`config.mk`:
```
export PLATFORM = sky130hd
export DESIGN_NAME = trig_phase_seq
export DESIGN_NICKNAME = d
export VERILOG_FILES = /design/src/rtl/trig_phase_seq_pkg.sv /design/src/rtl/trig_phase_seq_timeout_ctr.sv /design/src/rtl/trig_phase_seq.sv
export SDC_FILE = /design/constraint.sdc
export NUM_CORES = 1
export LEC_CHECK = 0
export CORE_AREA = 10 10 98 100
export DETAILED_ROUTE_END_ITERATION = 10
export DIE_AREA = 0 0 108 110
export GPL_ROUTABILITY_DRIVEN = 0
export PLACE_DENSITY_LB_ADDON = 0.3
export SLEW_MARGIN = 40
export SYNTH_ARGS = -nofsm -noshare
export SYNTH_HDL_FRONTEND = slang
export SYNTH_SLANG_ARGS = --single-unit
export TNS_END_PERCENT = 100
```
`constraint.sdc`:
```
create_clock -name cwusb_clk -period 4.1 [get_ports cwusb_clk]
set_input_delay 0.615 -clock cwusb_clk [delete_from_list [all_inputs] [get_ports cwusb_clk]]
set_output_delay 0.615 -clock cwusb_clk [all_outputs]
set_load 0.005 [all_outputs]
```
`src/rtl/trig_phase_seq_pkg.sv`:
```
// Shared definitions for the MMCM phase-step sequencer: state encoding and
// default limits used by the top and its timeout counter.
package trig_phase_seq_pkg;

  typedef enum logic [1:0] {
    ST_IDLE  = 2'd0,
    ST_ISSUE = 2'd1,
    ST_WAIT  = 2'd2
  } state_e;

  localparam int cMAX_PHASE_DEFAULT = 1120;
  localparam int cTIMEOUT_DEFAULT   = 255;

endpackage

```
`src/rtl/trig_phase_seq_timeout_ctr.sv`:
```
// Counts WAIT cycles after a psen; expired_o flags the last allowed cycle
// so the sequencer can give up on a missing psdone.
module ps_timeout_ctr
  import trig_phase_seq_pkg::*;
#(
  parameter int pTIMEOUT_CYCLES = cTIMEOUT_DEFAULT
) (
  input  logic clk_i,
  input  logic rst_ni,
  input  logic clear_i,
  input  logic enable_i,
  output logic expired_o
);

  localparam int cCW = $clog2(pTIMEOUT_CYCLES + 1);
  localparam logic [cCW-1:0] cLast = cCW'(pTIMEOUT_CYCLES - 1);

  logic [cCW-1:0] cnt_q;
  logic [cCW-1:0] cnt_d;

  always_comb begin
    cnt_d = cnt_q;
    if (clear_i) begin
      cnt_d = '0;
    end else if (enable_i && (cnt_q != cLast)) begin
      cnt_d = cnt_q + cCW'(1);
    end
  end

  always_ff @(posedge clk_i or negedge rst_ni) begin
    if (!rst_ni) begin
      cnt_q <= '0;
    end else begin
      cnt_q <= cnt_d;
    end
  end

  // Counter value 0 is the first WAIT cycle, so cLast marks the final one.
  assign expired_o = enable_i && (cnt_q == cLast);

endmodule

```
`src/rtl/trig_phase_seq.sv`:
```
// Steps an MMCM fine phase shift one increment at a time from the current
// position toward a signed target, with range, timeout, abort and lock handling.
module trig_phase_seq
  import trig_phase_seq_pkg::*;
#(
  parameter int pPHASE_WIDTH    = 16,
  parameter int pMAX_PHASE      = cMAX_PHASE_DEFAULT,
  parameter int pTIMEOUT_CYCLES = cTIMEOUT_DEFAULT
) (
  input  logic                           cwusb_clk,
  input  logic                           reset_n,
  input  logic signed [pPHASE_WIDTH-1:0] I_target,
  input  logic                           I_target_wr,
  input  logic                           I_abort,
  input  logic                           I_mmcm_locked,
  input  logic                           I_psdone,
  input  logic                           I_err_clear,
  output logic                           O_psen,
  output logic                           O_psincdec,
  output logic signed [pPHASE_WIDTH-1:0] O_current,
  output logic                           O_busy,
  output logic                           O_done,
  output logic                           O_err_range,
  output logic                           O_err_timeout
);

  localparam logic signed [pPHASE_WIDTH-1:0] cMaxPos = pPHASE_WIDTH'(pMAX_PHASE);
  localparam logic signed [pPHASE_WIDTH-1:0] cMaxNeg = -cMaxPos;

  state_e state_q, state_d;
  logic signed [pPHASE_WIDTH-1:0] target_q, target_d;
  logic signed [pPHASE_WIDTH-1:0] current_q, current_d;
  logic psen_q, psen_d;
  logic psincdec_q, psincdec_d;
  logic done_q, done_d;
  logic abortPend_q, abortPend_d;
  logic errRange_q, errRange_d;
  logic errTimeout_q, errTimeout_d;

  logic inRange;
  logic wrLive;
  logic wrValid;
  logic rangeErr;
  logic tmoExpired;
  logic signed [pPHASE_WIDTH-1:0] effTarget;
  logic signed [pPHASE_WIDTH-1:0] stepCur;

  // Abort and loss of lock both swallow a write, including its range error.
  assign inRange   = (I_target <= cMaxPos) && (I_target >= cMaxNeg);
  assign wrLive    = I_target_wr && I_mmcm_locked && !I_abort;
  assign wrValid   = wrLive && inRange;
  assign rangeErr  = wrLive && !inRange;
  assign effTarget = wrValid ? I_target : target_q;
  assign stepCur   = psincdec_q ? (current_q + pPHASE_WIDTH'(1))
                                : (current_q - pPHASE_WIDTH'(1));

  ps_timeout_ctr #(
    .pTIMEOUT_CYCLES(pTIMEOUT_CYCLES)
  ) u_timeout (
    .clk_i    (cwusb_clk),
    .rst_ni   (reset_n),
    .clear_i  (state_q == ST_ISSUE),
    .enable_i (state_q == ST_WAIT),
    .expired_o(tmoExpired)
  );

  always_comb begin
    state_d      = state_q;
    target_d     = target_q;
    current_d    = current_q;
    psen_d       = 1'b0;
    psincdec_d   = psincdec_q;
    done_d       = 1'b0;
    abortPend_d  = abortPend_q;
    errRange_d   = errRange_q;
    errTimeout_d = errTimeout_q;

    if (I_err_clear) begin
      errRange_d   = 1'b0;
      errTimeout_d = 1'b0;
    end
    if (rangeErr) begin
      errRange_d = 1'b1;
    end
    if (wrValid) begin
      target_d = I_target;
    end

    if (!I_mmcm_locked) begin
      state_d     = ST_IDLE;
      target_d    = '0;
      current_d   = '0;
      abortPend_d = 1'b0;
    end else begin
      unique case (state_q)
        ST_IDLE: begin
          if (I_abort) begin
            target_d = current_q;
          end else if (effTarget != current_q) begin
            state_d    = ST_ISSUE;
            psen_d     = 1'b1;
            psincdec_d = (effTarget > current_q);
          end else if (wrValid) begin
            done_d = 1'b1;
          end
        end
        ST_ISSUE: begin
          // psen is already out, so an abort here still waits for its psdone.
          state_d = ST_WAIT;
          if (I_abort) begin
            abortPend_d = 1'b1;
          end
        end
        ST_WAIT: begin
          if (I_psdone) begin
            current_d = stepCur;
            if (abortPend_q || I_abort) begin
              target_d    = stepCur;
              state_d     = ST_IDLE;
              abortPend_d = 1'b0;
            end else if (effTarget == stepCur) begin
              state_d = ST_IDLE;
              done_d  = 1'b1;
            end else begin
              state_d    = ST_ISSUE;
              psen_d     = 1'b1;
              psincdec_d = (effTarget > stepCur);
            end
          end else if (tmoExpired) begin
            errTimeout_d = 1'b1;
            target_d     = current_q;
            state_d      = ST_IDLE;
            abortPend_d  = 1'b0;
          end else if (I_abort) begin
            abortPend_d = 1'b1;
          end
        end
        default: begin
          state_d = ST_IDLE;
        end
      endcase
    end
  end

  always_ff @(posedge cwusb_clk or negedge reset_n) begin
    if (!reset_n) begin
      state_q      <= ST_IDLE;
      target_q     <= '0;
      current_q    <= '0;
      psen_q       <= 1'b0;
      psincdec_q   <= 1'b0;
      done_q       <= 1'b0;
      abortPend_q  <= 1'b0;
      errRange_q   <= 1'b0;
      errTimeout_q <= 1'b0;
    end else begin
      state_q      <= state_d;
      target_q     <= target_d;
      current_q    <= current_d;
      psen_q       <= psen_d;
      psincdec_q   <= psincdec_d;
      done_q       <= done_d;
      abortPend_q  <= abortPend_d;
      errRange_q   <= errRange_d;
      errTimeout_q <= errTimeout_d;
    end
  end

  assign O_psen        = psen_q;
  assign O_psincdec    = psincdec_q;
  assign O_current     = current_q;
  assign O_busy        = (state_q != ST_IDLE);
  assign O_done        = done_q;
  assign O_err_range   = errRange_q;
  assign O_err_timeout = errTimeout_q;

endmodule

```
# Word level (Yosys, flattened, before mapping)
# Index checks and enable logic that the tools add are counted.
[op_classes] n_addsub=3 mul=0 div=0 order_cmp=4 eq_ne=18 shifts=0 mux=55 bitwise=0 reduce_logical=19
[ops] cell="two-way mux 16 bit" count=10
[ops] cell="> comparator 16 bit" count=2
[ops] cell="two-way mux 1 bit" count=32
[ops] cell="case mux 16 bit (2 select lines)" count=1
[ops] cell="adder 16 x 2 -> 16 bit, second input constant" count=1
[ops] cell="== test 16 bit" count=1
[ops] cell=">= comparator 16 x 12 -> 1 bit, second input constant" count=1
[ops] cell="less-or-equal comparator 16 x 12 -> 1 bit, second input constant" count=1
[ops] cell="two-way mux 8 bit" count=2
[ops] cell="inequality test 16 bit" count=1
[ops] cell="subtractor 16 x 2 -> 16 bit, second input constant" count=1
[ops] cell="two-way mux 2 bit" count=5
[ops] cell="inequality test 2 bit, second input constant" count=5
[ops] cell="adder 8 x 1 -> 8 bit, second input constant" count=1
[ops] cell="== test 8 bit, second input constant" count=1
[ops] cell="inequality test 4 bit, second input constant" count=2
[ops] cell="inequality test 8 bit, second input constant" count=1
[ops] cell="case mux 1 bit (2 select lines)" count=4
[ops] cell="nonzero test 2 bit" count=4
[ops] cell="logical AND 1 bit" count=7
[ops] cell="AND reduction 7 bit" count=1
[ops] cell="inequality test 3 bit, second input constant" count=2
[ops] cell="case mux 2 bit (3 select lines)" count=1
[ops] cell="inequality test 2 x 1 -> 1 bit, second input constant" count=2
[ops] cell="8 further kinds" count=10
[word_totals] register_bits=48 latch_bits=0 mem_bits_rw=0 romBits=0 in_bits=23 output_inout_bits=22 wordCells=109 mem_count=0

# Depth between registers and ports, before layout
[logic_depth] ltp_word=10 ltp_mapped=16 depth_no_buf=15

# Modules after synthesis
# A second synthesis with hierarchy kept.
[hier_totals] cells_unflattened=553 area_unflattened_um2=4525.6
[modules_own_cells] mod="trig_phase_seq" n_inst=1 cells_each=499 area_per_inst_um2=3972.6 seq_area_each_um2=1001.0
[modules_own_cells] mod="ps_timeout_ctr" n_inst=1 cells_each=54 area_per_inst_um2=553.0 seq_area_each_um2=200.2

# Least setup slack after synthesis
# No wires, ideal clock.
[synth_path] kind="reg-to-reg" start="register psincdec_q, in the netlist O_psincdec" end="register psincdec_q, in the netlist O_psincdec" setup_ns=0.145 arrival_time_ns=3.584 required_ns=3.955 setup_slack_ns=0.371 path_stages_with_launch=16 n_path_buf=0 period_less_slack_ns=3.729 cell_sequence="dfrtp_1 > inv_1 > ha_1 > a21o_1 > a21o_1 > a2111oi_0 > a221o_1 > nor2_1 > xnor2_1 > ha_1 > and4_1 > nand4_1 > o21ai_0 > a21oi_1 > o311ai_0 > o211ai_1"
[synth_via] elab_chain_len=6 elab_cells_between_ends=9 cone_classes="order compare (1); eq/ne (2); mux (5); reduce/logical (1)"
[synth_rtl] item="start: declaration" line="trig_phase_seq.sv:34" text="logic psincdec_q, psincdec_d;"
[synth_rtl] item="start signal: assignment" line="trig_phase_seq.sv:161" text="psincdec_q <= psincdec_d;"
[synth_rtl] item="two-way mux 16 bit *" line="trig_phase_seq.sv:54" text="assign stepCur = psincdec_q ? (current_q + pPHASE_WIDTH'(1))"
[synth_rtl] item="> comparator 16 bit" line="trig_phase_seq.sv:127" text="psincdec_d = (effTarget > stepCur);"
[synth_rtl] item="two-way mux 1 bit" line="trig_phase_seq.sv:121" text="end else if (effTarget == stepCur) begin"
[synth_rtl] item="two-way mux 1 bit" line="trig_phase_seq.sv:117" text="if (abortPend_q || I_abort) begin"
[synth_rtl] item="two-way mux 1 bit" line="trig_phase_seq.sv:115" text="if (I_psdone) begin"
[synth_rtl] item="case mux 1 bit (2 select lines)" line="trig_phase_seq.sv:95" text="unique case (state_q)"
# Mark *: on every way between the ends. The rest lies on a longest branch, timed or not. The select of a mux whose other input is x is not followed.
# A chain may end at the register's enable or synchronous reset.

# Final worst setup path
# Same ends and word-level chain as after synthesis.

==> results.json <==
{
  "yosysWarnings": 0,
  "clk_pin_slew_worst_paths_ps": 90,
  "grt-busiest-layer": "met2",
  "final_hold_viol_count": 0,
  "drive_gt1_share_pct": 12.0,
  "met1_usage_pct": 28.5,
  "synthFlopType": "dfrtp_1",
  "r2r_cells": 16,
  "gr-usage-all-layers_pct": 21.9,
  "crit_path_start": "O_psincdec$_DFFE_PN0P_",
  "fin_ws_ps": 169,
  "vdd_ir_drop_max_uv": 293,
  "seq_area_frac_synth_pct": 27.9,
  "grtUsageMet2_pct": 34.7,
  "crit_path_end": "O_psincdec$_DFFE_PN0P_",
  "synth_common_cells": "48 x dfrtp_1, 48 x ha_1, 41 x a21oi_1",
  "grt_overflow": 0,
  "finClkSkew_ps": 2.67,
  "worstReg2RegEnd": "O_psincdec$_DFFE_PN0P_",
  "avgViaCountPerCell": 6.44,
  "dp_slack_ps": -4.44,
  "postCtsHoldBufs": 0,
  "startpoint_type": "flop",
  "clkSinkCount": 48,
  "power.total_mw": 2.12,
  "first_pass_iters": 5,
  "finalCritPeriodShare_pct": 95.9,
  "grt_pass1_wl_mm": 21.1,
  "hp-class": "input port to async pin",
  "rrSetupSlack_ps": 170,
  "grt_antenna_before_repair": 0,
  "ys_types": 64,
  "dr.first_iter.drc_count": 392,
  "fin_nets": 637,
  "powerDensity_nw_per_um2": 414,
  "die_y_um": 110,
  "num_vias": 4303,
  "cts-root-buf": "clkbuf_8",
  "synth_top_area_share_pct": 27.9,
  "std_cell_rows": 32,
  "netlist_area_um2": 4310,
  "syn-num-nets": 579,
  "area_growth_syn_to_layout_pct": 18.6,
  "numCtsBuffers": 5,
  "drv_cap": 0,
  "p_leak_nw": 2.34,
  "port_buffers": 44,
  "avgSynthCellArea_um2": 8.50,
  "clock.fmax_ghz": 0.254,
  "cp_max_fo": 8,
  "slew_violations": 0,
  "yosysTopAreaCell": "dfrtp_1",
  "fin_setup_tns_ps": 0,
  "dp_hpwl_mm": 10.0,
  "synth_edf_count": 0,
  "synthArstFlopShare_pct": 100,
  "synth_cells": 507,
  "clock_path_buffers": 2,
  "max-slew-margin-rel_pct": 36.3,
  "status": "finished, final reports clean",
  "wl_per_cell_um": 19.7,
  "remaining_drc_errors": 0,
  "yosys-top-cells-area": "dfrtp_1 28%, ha_1 14%, a21oi_1 4.8%",
  "cts_tree": "built",
  "grt_util_met3_pct": 4.24,
  "clock_latency_ps": 310,
  "worstSetupEndpointType": "flop",
  "drt_wl_total_mm": 13.2,
  "initial_core_util_pct": 56.4,
  "grt_max_degree": 49,
  "timing.rr.start": "O_psincdec$_DFFE_PN0P_",
  "htreeDepth": 2,
  "crit_required_ps": 4280,
  "core-area_um2": 7650,
  "fp.dieW_um": 108,
  "critPathKind": "flop to flop",
  "io_pins": 45,
  "tightest_slew_ps": 946,
  "n_antenna_cell": 0,
  "grt_pass1_vias": 4114,
  "dieArea_um2": 11900,
  "cp_data_arrival_time_ps": 4110,
  "setup_violations": 0,
  "ant_nets": 0,
  "min_period_ps": 3930,
  "ys_seq_elements": 48
}
==> critical path, stage by stage, from the launching register on <==
cell	delay, ps
dfrtp_1	440
clkinvlp_4	220
buf_4	220
ha_1	240
a21o_1	210
a21o_1	240
a2111oi_2	380
a221o_1	260
nor2_1	70
xnor2_1	160
ha_1	330
and4_2	290
nand4_1	180
o21ai_2	210
a21oi_2	100
o311ai_0	90
o211ai_1	140
==> how the worst min path moves through the flow <==
stage                                   start  slack [ps]                             end  cells after the start
4_1_cts                               reset_n         350  u_timeout.cnt_q[5]$_DFFE_PN0P_                      1
6_report                              reset_n         310  u_timeout.cnt_q[6]$_DFFE_PN0P_                      1
3_3_place_gp   u_timeout.cnt_q[5]$_DFFE_PN0P_         500  u_timeout.cnt_q[5]$_DFFE_PN0P_                      1
5_1_grt                               reset_n         370  u_timeout.cnt_q[6]$_DFFE_PN0P_                      1
3_5_place_dp   u_timeout.cnt_q[5]$_DFFE_PN0P_         510  u_timeout.cnt_q[5]$_DFFE_PN0P_                      1
2_1_floorplan                         reset_n         320        O_current[0]$_DFFE_PN0P_                      0
==> metrics by stage <==
step	hold WS, ps	util (%)	std cells	instance area, um^2
floorplan	319	-	507	4310
finish	314	66.8	668	5110
global placement	500	64.8	657	4960
detailed placement	507	64.9	657	4960
CTS	351	66.4	667	5080
global route	374	66.8	668	5110
==> kinds of logic (layout without fill, tap and decap cells) <==
family | Yosys count | after routing | share of synthesized area (%)
xor+xnor | 10 | 10 | 2.03
compound gates | 181 | 181 | 28.7
flops | 48 | 48 | 27.9
simple gates | 152 | 152 | 18.1
mux | 13 | 13 | 3.60
buf+inv | 54 | 113 | 5.22
fa+ha+maj | 49 | 49 | 14.4
==> sequential cells by signal, indices dropped and copies added, names as in the netlist <==
| name | cells |
|---|---|
| u_timeout.cnt_q | 8 |
| state_q | 2 |
| O_psen | 1 |
| O_current | 16 |
| O_psincdec | 1 |
| O_err_timeout | 1 |
| O_err_range | 1 |
| abortPend_q | 1 |
| target_q | 16 |
| O_done | 1 |
==> layout by cell type, fill, tap and decap left out, types with 6 or more instances in the layout <==
cell	instances
a21oi_1	40
and3_1	10
buf_4	28
ha_1	48
o21a_1	13
nand3_1	19
a221oi_1	6
nand4_1	6
inv_1	33
nor3_1	11
o21ai_0	39
clkdlybuf4s50_1	43
nand2_1	33
dfrtp_1	48
a21o_1	16
nor2_1	34
nand2b_1	6
o211ai_1	7
a211oi_1	9
==> cell type report <==
class | instances | area [um^2]
well taps | 102 | 128
flip-flops and latches | 48 | 1200
fillers | 613 | 2540
clock inverters | 1 | 8.76
multi-input cells | 405 | 2930
repair buffers | 71 | 641
clock buffers | 7 | 76.3
inverters | 34 | 131
==> power breakdown <==
part	internal (mW)	switching (mW)	total (mW)
clock network	0.122	0.169	0.291
logic	0.540	0.725	1.27
registers	0.515	0.0441	0.559
total	1.18	0.938	2.12
==> layer usage <==
layer	share of wire, %	wire length (um)	up-vias
met5	0	0	-
met4	3.2	420	0
met3	8.7	1150	38
met2	45	5950	201
met1	43	5650	2033
li1	-	-	2031
==> repair_timing <==
item | CTS | global route
endpoints found under the hold margin | 0 | 0
endpoints found under the setup margin | 1 | 2
pin swaps | 1 | 2
buffers inserted | 2 | 1
resized for setup | 3 | 8
(Power assumes the default switching activity.)
